--- src/rtl/core_pkg.sv ---
// -----------------------------------------------------------------------------
// core_pkg
// Types and constants shared by the core pipeline control blocks.
//   fwd_sel_t       : encoding of the 3-input EX forwarding mux selects. It is
//                     shared with the EX datapath muxes. Bit 1 has priority
//                     over bit 0 at the mux.
//   RESULT_LOAD     : resultsrc encoding that marks a load instruction.
//   REG_AW_DEFAULT  : default register-address width (32 architectural regs).
// -----------------------------------------------------------------------------
package core_pkg;

  localparam int REG_AW_DEFAULT = 5;

  localparam logic [1:0] RESULT_LOAD = 2'b01;

  typedef enum logic [1:0] {
    FWD_RF  = 2'b00,
    FWD_WB  = 2'b01,
    FWD_MEM = 2'b10
  } fwd_sel_t;

endpackage : core_pkg

--- src/rtl/hazard_shadow_pipe.sv ---
// -----------------------------------------------------------------------------
// hazard_shadow_pipe
// Shadow copy of the register-usage state for the E, M and W stages. It holds
// only what hazard detection and forwarding need, not the datapath values.
//   clk, reset           : core clock, asynchronous active-high reset
//   flush_e              : replace the D->E capture with a bubble
//   rs1_d/rs2_d/rd_d     : register addresses of the instruction in D
//   regwrite_d, load_d   : D instruction writes the RF / is a load
//   rs1_e/rs2_e/rd_e     : registered E-stage register addresses
//   regwrite_e, load_e   : registered E-stage write-enable / load flag
//   rd_m, regwrite_m     : registered M-stage destination and write-enable
//   rd_w, regwrite_w     : registered W-stage destination and write-enable
// -----------------------------------------------------------------------------
module hazard_shadow_pipe #(
  parameter int REG_AW = core_pkg::REG_AW_DEFAULT
) (
  input  logic              clk,
  input  logic              reset,
  input  logic              flush_e,
  input  logic [REG_AW-1:0] rs1_d,
  input  logic [REG_AW-1:0] rs2_d,
  input  logic [REG_AW-1:0] rd_d,
  input  logic              regwrite_d,
  input  logic              load_d,
  output logic [REG_AW-1:0] rs1_e,
  output logic [REG_AW-1:0] rs2_e,
  output logic [REG_AW-1:0] rd_e,
  output logic              regwrite_e,
  output logic              load_e,
  output logic [REG_AW-1:0] rd_m,
  output logic              regwrite_m,
  output logic [REG_AW-1:0] rd_w,
  output logic              regwrite_w
);

  // M->W and E->M shift every cycle. A load-use stall does not hold E: the
  // stalled D instruction is re-presented while E receives a bubble, so the
  // load keeps moving toward W.
  always_ff @(posedge clk or posedge reset) begin
    if (reset) begin
      rd_w       <= '0;
      regwrite_w <= 1'b0;
      rd_m       <= '0;
      regwrite_m <= 1'b0;
      rs1_e      <= '0;
      rs2_e      <= '0;
      rd_e       <= '0;
      regwrite_e <= 1'b0;
      load_e     <= 1'b0;
    end else begin
      rd_w       <= rd_m;
      regwrite_w <= regwrite_m;
      rd_m       <= rd_e;
      regwrite_m <= regwrite_e;
      if (flush_e) begin
        rs1_e      <= '0;
        rs2_e      <= '0;
        rd_e       <= '0;
        regwrite_e <= 1'b0;
        load_e     <= 1'b0;
      end else begin
        rs1_e      <= rs1_d;
        rs2_e      <= rs2_d;
        rd_e       <= rd_d;
        regwrite_e <= regwrite_d;
        load_e     <= load_d;
      end
    end
  end

endmodule : hazard_shadow_pipe

--- src/rtl/hazard_fwd_ctrl.sv ---
// -----------------------------------------------------------------------------
// hazard_fwd_ctrl
// Hazard and forwarding controller for the 5-stage core. Drives the EX operand
// forwarding selects, detects load-use hazards, produces stall/flush controls
// for the F/D/E pipeline registers and counts stalled cycles.
//   clk, reset            : core clock, asynchronous active-high reset
//   rs1_d, rs2_d, rd_d    : register addresses of the instruction in D
//   regwrite_d            : D instruction writes the register file
//   resultsrc_d           : D result source (RESULT_LOAD marks a load)
//   pc_src_e              : taken branch/jump resolved in EX
//   forward_a_e/b_e       : EX operand A/B mux selects (fwd_sel_t encoding)
//   stall_f, stall_d      : hold PC / hold IF/ID register
//   flush_d, flush_e      : clear IF/ID / clear ID/EX register
//   stall_cnt             : saturating count of stalled cycles
// -----------------------------------------------------------------------------
module hazard_fwd_ctrl
  import core_pkg::*;
#(
  parameter int REG_AW = core_pkg::REG_AW_DEFAULT,
  parameter int CNT_W  = 16
) (
  input  logic              clk,
  input  logic              reset,
  input  logic [REG_AW-1:0] rs1_d,
  input  logic [REG_AW-1:0] rs2_d,
  input  logic [REG_AW-1:0] rd_d,
  input  logic              regwrite_d,
  input  logic [1:0]        resultsrc_d,
  input  logic              pc_src_e,
  output logic [1:0]        forward_a_e,
  output logic [1:0]        forward_b_e,
  output logic              stall_f,
  output logic              stall_d,
  output logic              flush_d,
  output logic              flush_e,
  output logic [CNT_W-1:0]  stall_cnt
);

  logic [REG_AW-1:0] rs1_e;
  logic [REG_AW-1:0] rs2_e;
  logic [REG_AW-1:0] rd_e;
  logic              regwrite_e;
  logic              load_e;
  logic [REG_AW-1:0] rd_m;
  logic              regwrite_m;
  logic [REG_AW-1:0] rd_w;
  logic              regwrite_w;
  logic              load_d;
  logic              lw_stall;

  assign load_d = (resultsrc_d == RESULT_LOAD);

  hazard_shadow_pipe #(
    .REG_AW (REG_AW)
  ) u_shadow (
    .clk        (clk),
    .reset      (reset),
    .flush_e    (flush_e),
    .rs1_d      (rs1_d),
    .rs2_d      (rs2_d),
    .rd_d       (rd_d),
    .regwrite_d (regwrite_d),
    .load_d     (load_d),
    .rs1_e      (rs1_e),
    .rs2_e      (rs2_e),
    .rd_e       (rd_e),
    .regwrite_e (regwrite_e),
    .load_e     (load_e),
    .rd_m       (rd_m),
    .regwrite_m (regwrite_m),
    .rd_w       (rd_w),
    .regwrite_w (regwrite_w)
  );

  // The M stage holds the younger result, so it wins over W. x0 is hardwired
  // to zero and must always come from the register file.
  function automatic fwd_sel_t fwd_pick(
    input logic [REG_AW-1:0] src,
    input logic [REG_AW-1:0] dst_m,
    input logic              we_m,
    input logic [REG_AW-1:0] dst_w,
    input logic              we_w
  );
    fwd_sel_t sel;
    sel = FWD_RF;
    if (src != '0) begin
      if (we_m && (src == dst_m)) begin
        sel = FWD_MEM;
      end else if (we_w && (src == dst_w)) begin
        sel = FWD_WB;
      end
    end
    return sel;
  endfunction

  always_comb begin
    forward_a_e = fwd_pick(rs1_e, rd_m, regwrite_m, rd_w, regwrite_w);
    forward_b_e = fwd_pick(rs2_e, rd_m, regwrite_m, rd_w, regwrite_w);
  end

  // Source fields are compared even if the D instruction does not read them;
  // an occasional spurious stall is cheaper than decoding operand usage here.
  assign lw_stall = load_e && (rd_e != '0) && ((rs1_d == rd_e) || (rs2_d == rd_e));

  // A taken branch kills the D instruction, so stalling it would be pointless.
  assign stall_f = lw_stall && !pc_src_e;
  assign stall_d = lw_stall && !pc_src_e;
  assign flush_d = pc_src_e;
  assign flush_e = lw_stall || pc_src_e;

  always_ff @(posedge clk or posedge reset) begin
    if (reset) begin
      stall_cnt <= '0;
    end else if (stall_d && (stall_cnt != {CNT_W{1'b1}})) begin
      stall_cnt <= stall_cnt + CNT_W'(1);
    end
  end

endmodule : hazard_fwd_ctrl

--- config.mk ---
export PLATFORM = sky130hd
export DESIGN_NAME = hazard_fwd_ctrl
export DESIGN_NICKNAME = d
export VERILOG_FILES = /design/src/rtl/core_pkg.sv /design/src/rtl/hazard_shadow_pipe.sv /design/src/rtl/hazard_fwd_ctrl.sv
export SDC_FILE = /design/constraint.sdc
export NUM_CORES = 1
export LEC_CHECK = 0
export BUFFER_PORTS_ARGS = -buffer_cell sky130_fd_sc_hd__buf_2
export CAP_MARGIN = 20
export CORE_ASPECT_RATIO = 0.75
export CORE_UTILIZATION = 53
export DETAILED_ROUTE_END_ITERATION = 10
export MAX_ROUTING_LAYER = met4
export PLACE_DENSITY = 0.77
export SYNTH_ARGS = -nofsm -noshare
export SYNTH_HDL_FRONTEND = slang
export SYNTH_SLANG_ARGS = --single-unit
--- constraint.sdc ---
create_clock -name clk -period 2.75 [get_ports clk]
set_input_delay 0.55 -clock clk [delete_from_list [all_inputs] [get_ports clk]]
set_output_delay 0.55 -clock clk [all_outputs]
set_load 0.005 [all_outputs]
==> out/metrics.cfg <==
[cts]
h-tree-depth = 2
cts_buffers = 5
postCtsSetupBuffers = 0
clk_pin_slew_ns = 0.08
clock_sinks = 45
worstSkewPairLatency_ns = 0.30
clockBufferDepth = 2
cts_tree = built
postCtsHoldBufs = 0
cts-root-buf = clkbuf_8
cts_resized = 0

[sta]
rsz0062_at_grt = false
maxSlewHeadroom_pct = 60.6
setup_viol = 0
fin_worst_skew_ns = 0.00335
fin_crit_ns = 2.44
clock.fmax_ghz = 0.410
tightest_slew_ns = 0.585
fin_crit_sh_pct = 88.8
final-max-slew-violation-count = 0
holdWs_ns = 0.365
finalSetupTns_ns = 0
setup_ws_ns = 0.309
finalHoldViolations = 0

[critical_path]
critPathLaunchType = flip-flop
critPathRequiredTime_ns = 2.20
cp_slowest_cell = or4_1
cp_cell_sequence = or4_1, o21ai_2, inv_2, a21oi_4, inv_1, buf_2
end_kind = primary output
path_max_fanout = 4
path_class = reg -> out
cp.arrival_ns = 1.89
slowest_delay_ns = 0.55

[synth]
synth_warnings = 0
syn_avg_cell_area_um2 = 11.4
synth_top_area_share_pct = 54.1
synth_area_leader_cell = dfrtp_1
synth-xor-area-share_pct = 18.9
synthMuxAreaShare_pct = 0.541
yosysMostFrequentCell = dfrtp_1
synth_cell_type_count = 28
synth_compound_gate_area_share_pct = 2.16
synth_top_family_by_area = simple AND/OR/NAND/NOR gates
ys_top_cells_by_area = dfrtp_1 54%, xnor2_1 15%, and2_1 4.8%
synth_top_flop_cell = dfrtp_1
ys_async_sr_fraction_pct = 100
synth_area_mm2 = 0.00208
syn-num-nets = 204
yosys.area_share.simple_pct = 20.9
synth_edf_count = 0
yosys_register_bits = 45
syn_inst = 182
yosysSeqAreaShare_pct = 54.1
yosys.area_share.adder_pct = 0.601
synth_commonest_cells = 45 x dfrtp_1, 35 x xnor2_1, 16 x and2_1

[route]
drc = 0
vias = 1429
drt-initial-drc-count = 77
viasPerCell = 5.01
drt-total-wl_um = 3860
drtPass1Iterations = 4
antenna_left = 0
wl_per_cell_um = 13.5

[die]
io_pins = 45
coreArea_mm2 = 0.00371
start_util_pct = 56.1
die_y_um = 56.3
die_width_um = 74.4
rows = 19
die_area_mm2 = 0.00418

[final_layout]
finalNetCount = 254
final_area_mm2 = 0.00248
instances_no_fill = 285
n_antenna_cell = 0
area_growth_pct = 19.1
drive_gt1_share_pct = 26.2

[global_route]
grt_pass1_vias = 1388
overflow = 0
antenna_found_initial = 0
grt_usage_pct = 21.5
grt_max_degree = 46
grt_pass1_wl_um = 6400

[pwr]
powerDensity_mw_per_mm2 = 549
leakage_nw = 1.19
vdd_ir_drop_max_v = 0.000466

[placement]
port_buffers = 44
dp.cells = 277
dp_slack_ns = 0.631
gp_congestion = 0.872
dpl_cell_area_mm2 = 0.00236
dpl.hpwl_um = 2940

[status]
outcome = finished, final reports clean

[hold_path]
hold_path_class = in -> async

[run]
maxCapViolCount = 0

==> per-stage QoR <==
stage	util [%]	total power, mW
2_1_floorplan	-	0.813
3_3_place_gp	63.6	0.857
3_5_place_dp	63.6	0.862
4_1_cts	66.8	1.38
5_1_grt	66.8	1.43
6_report	66.8	1.36
==> final timing paths <==
path / startpoint / to / slack [ns] / cells after the start
setup / recovery: u_shadow.rd_e[1] / flush_e / 0.31 / 6
hold / removal: reset / stall_cnt[7] / 0.37 / 3
setup reg to reg: stall_cnt[0] / stall_cnt[1] / 0.64 / 6
hold reg to reg: u_shadow.regwrite_e / u_shadow.regwrite_m / 0.37 / 0
max in group asynchronous: reset / stall_cnt[12] / 2.02 / 3
min in group clk: u_shadow.regwrite_e / u_shadow.regwrite_m / 0.37 / 0
==> state kept, by name (all words and copies together) (netlist names) <==
| register | flops |
|---|---|
| u_shadow.rd_e | 5 |
| u_shadow.rd_w | 5 |
| u_shadow.rd_m | 5 |
| stall_cnt | 16 |
| u_shadow.rs2_e | 5 |
| u_shadow.regwrite_e | 1 |
| u_shadow.load_e | 1 |
| u_shadow.regwrite_w | 1 |
| u_shadow.rs1_e | 5 |
| u_shadow.regwrite_m | 1 |
==> where the power goes <==
group	switching, mW	total (mW)	internal, mW
Sequential	0.0318	0.720	0.688
Clock	0.218	0.513	0.295
Combinational	0.0619	0.127	0.0651
Total	0.312	1.36	1.05
==> final cells by class <==
cell class	count	area (um2)
Fill cell	293	1230
Sequential cell	45	1130
Multi-Input combinational cell	127	897
Timing Repair Buffer	48	250
Clock buffer	6	82.6
Tap cell	52	65.1
Clock inverter	2	37.5
Inverter	5	18.8
==> worst max-delay path, delay by kind of cell, from the launching register on <==
kind	cells	cell delay (ns)
DFF	1	0.42
AOI/OAI and AO/OA	2	0.38
and+or+nand+nor	1	0.55
buffers and inverters	3	0.25
==> routing by layer <==
metal,up-vias,track usage [%],routed length [um]
met3,10,6.64,174
met1,665,30.6,1910
met5,-,-,0
met4,0,6.47,59
li1,713,-,-
met2,41,29.9,1720
==> logic make-up after synthesis <==
family	Yosys count
XOR/XNOR	45
buffers and inverters	10
flip-flops	45
multiplexers	1
AO/OA/AOI/OAI	4
AND/OR/NAND/NOR	76
adder cells (fa/ha/maj)	1
==> cell usage in the layout (no fill, tap or decap), drive strengths merged, types with 2 or more instances in the layout <==
cell type / synthesis / layout
or4: 3 / 3
and2: 16 / 16
buf: 5 / 48
nand4b: 2 / 2
nand2: 11 / 11
nor4: 4 / 4
clkbuf: 0 / 6
and3: 4 / 4
nor4b: 3 / 3
nand4: 7 / 7
xor2: 10 / 10
nor2: 8 / 8
dfrtp: 45 / 45
xnor2: 35 / 35
nand3: 14 / 14
inv: 5 / 4
Note: power is estimated with default switching activity, not from simulation.
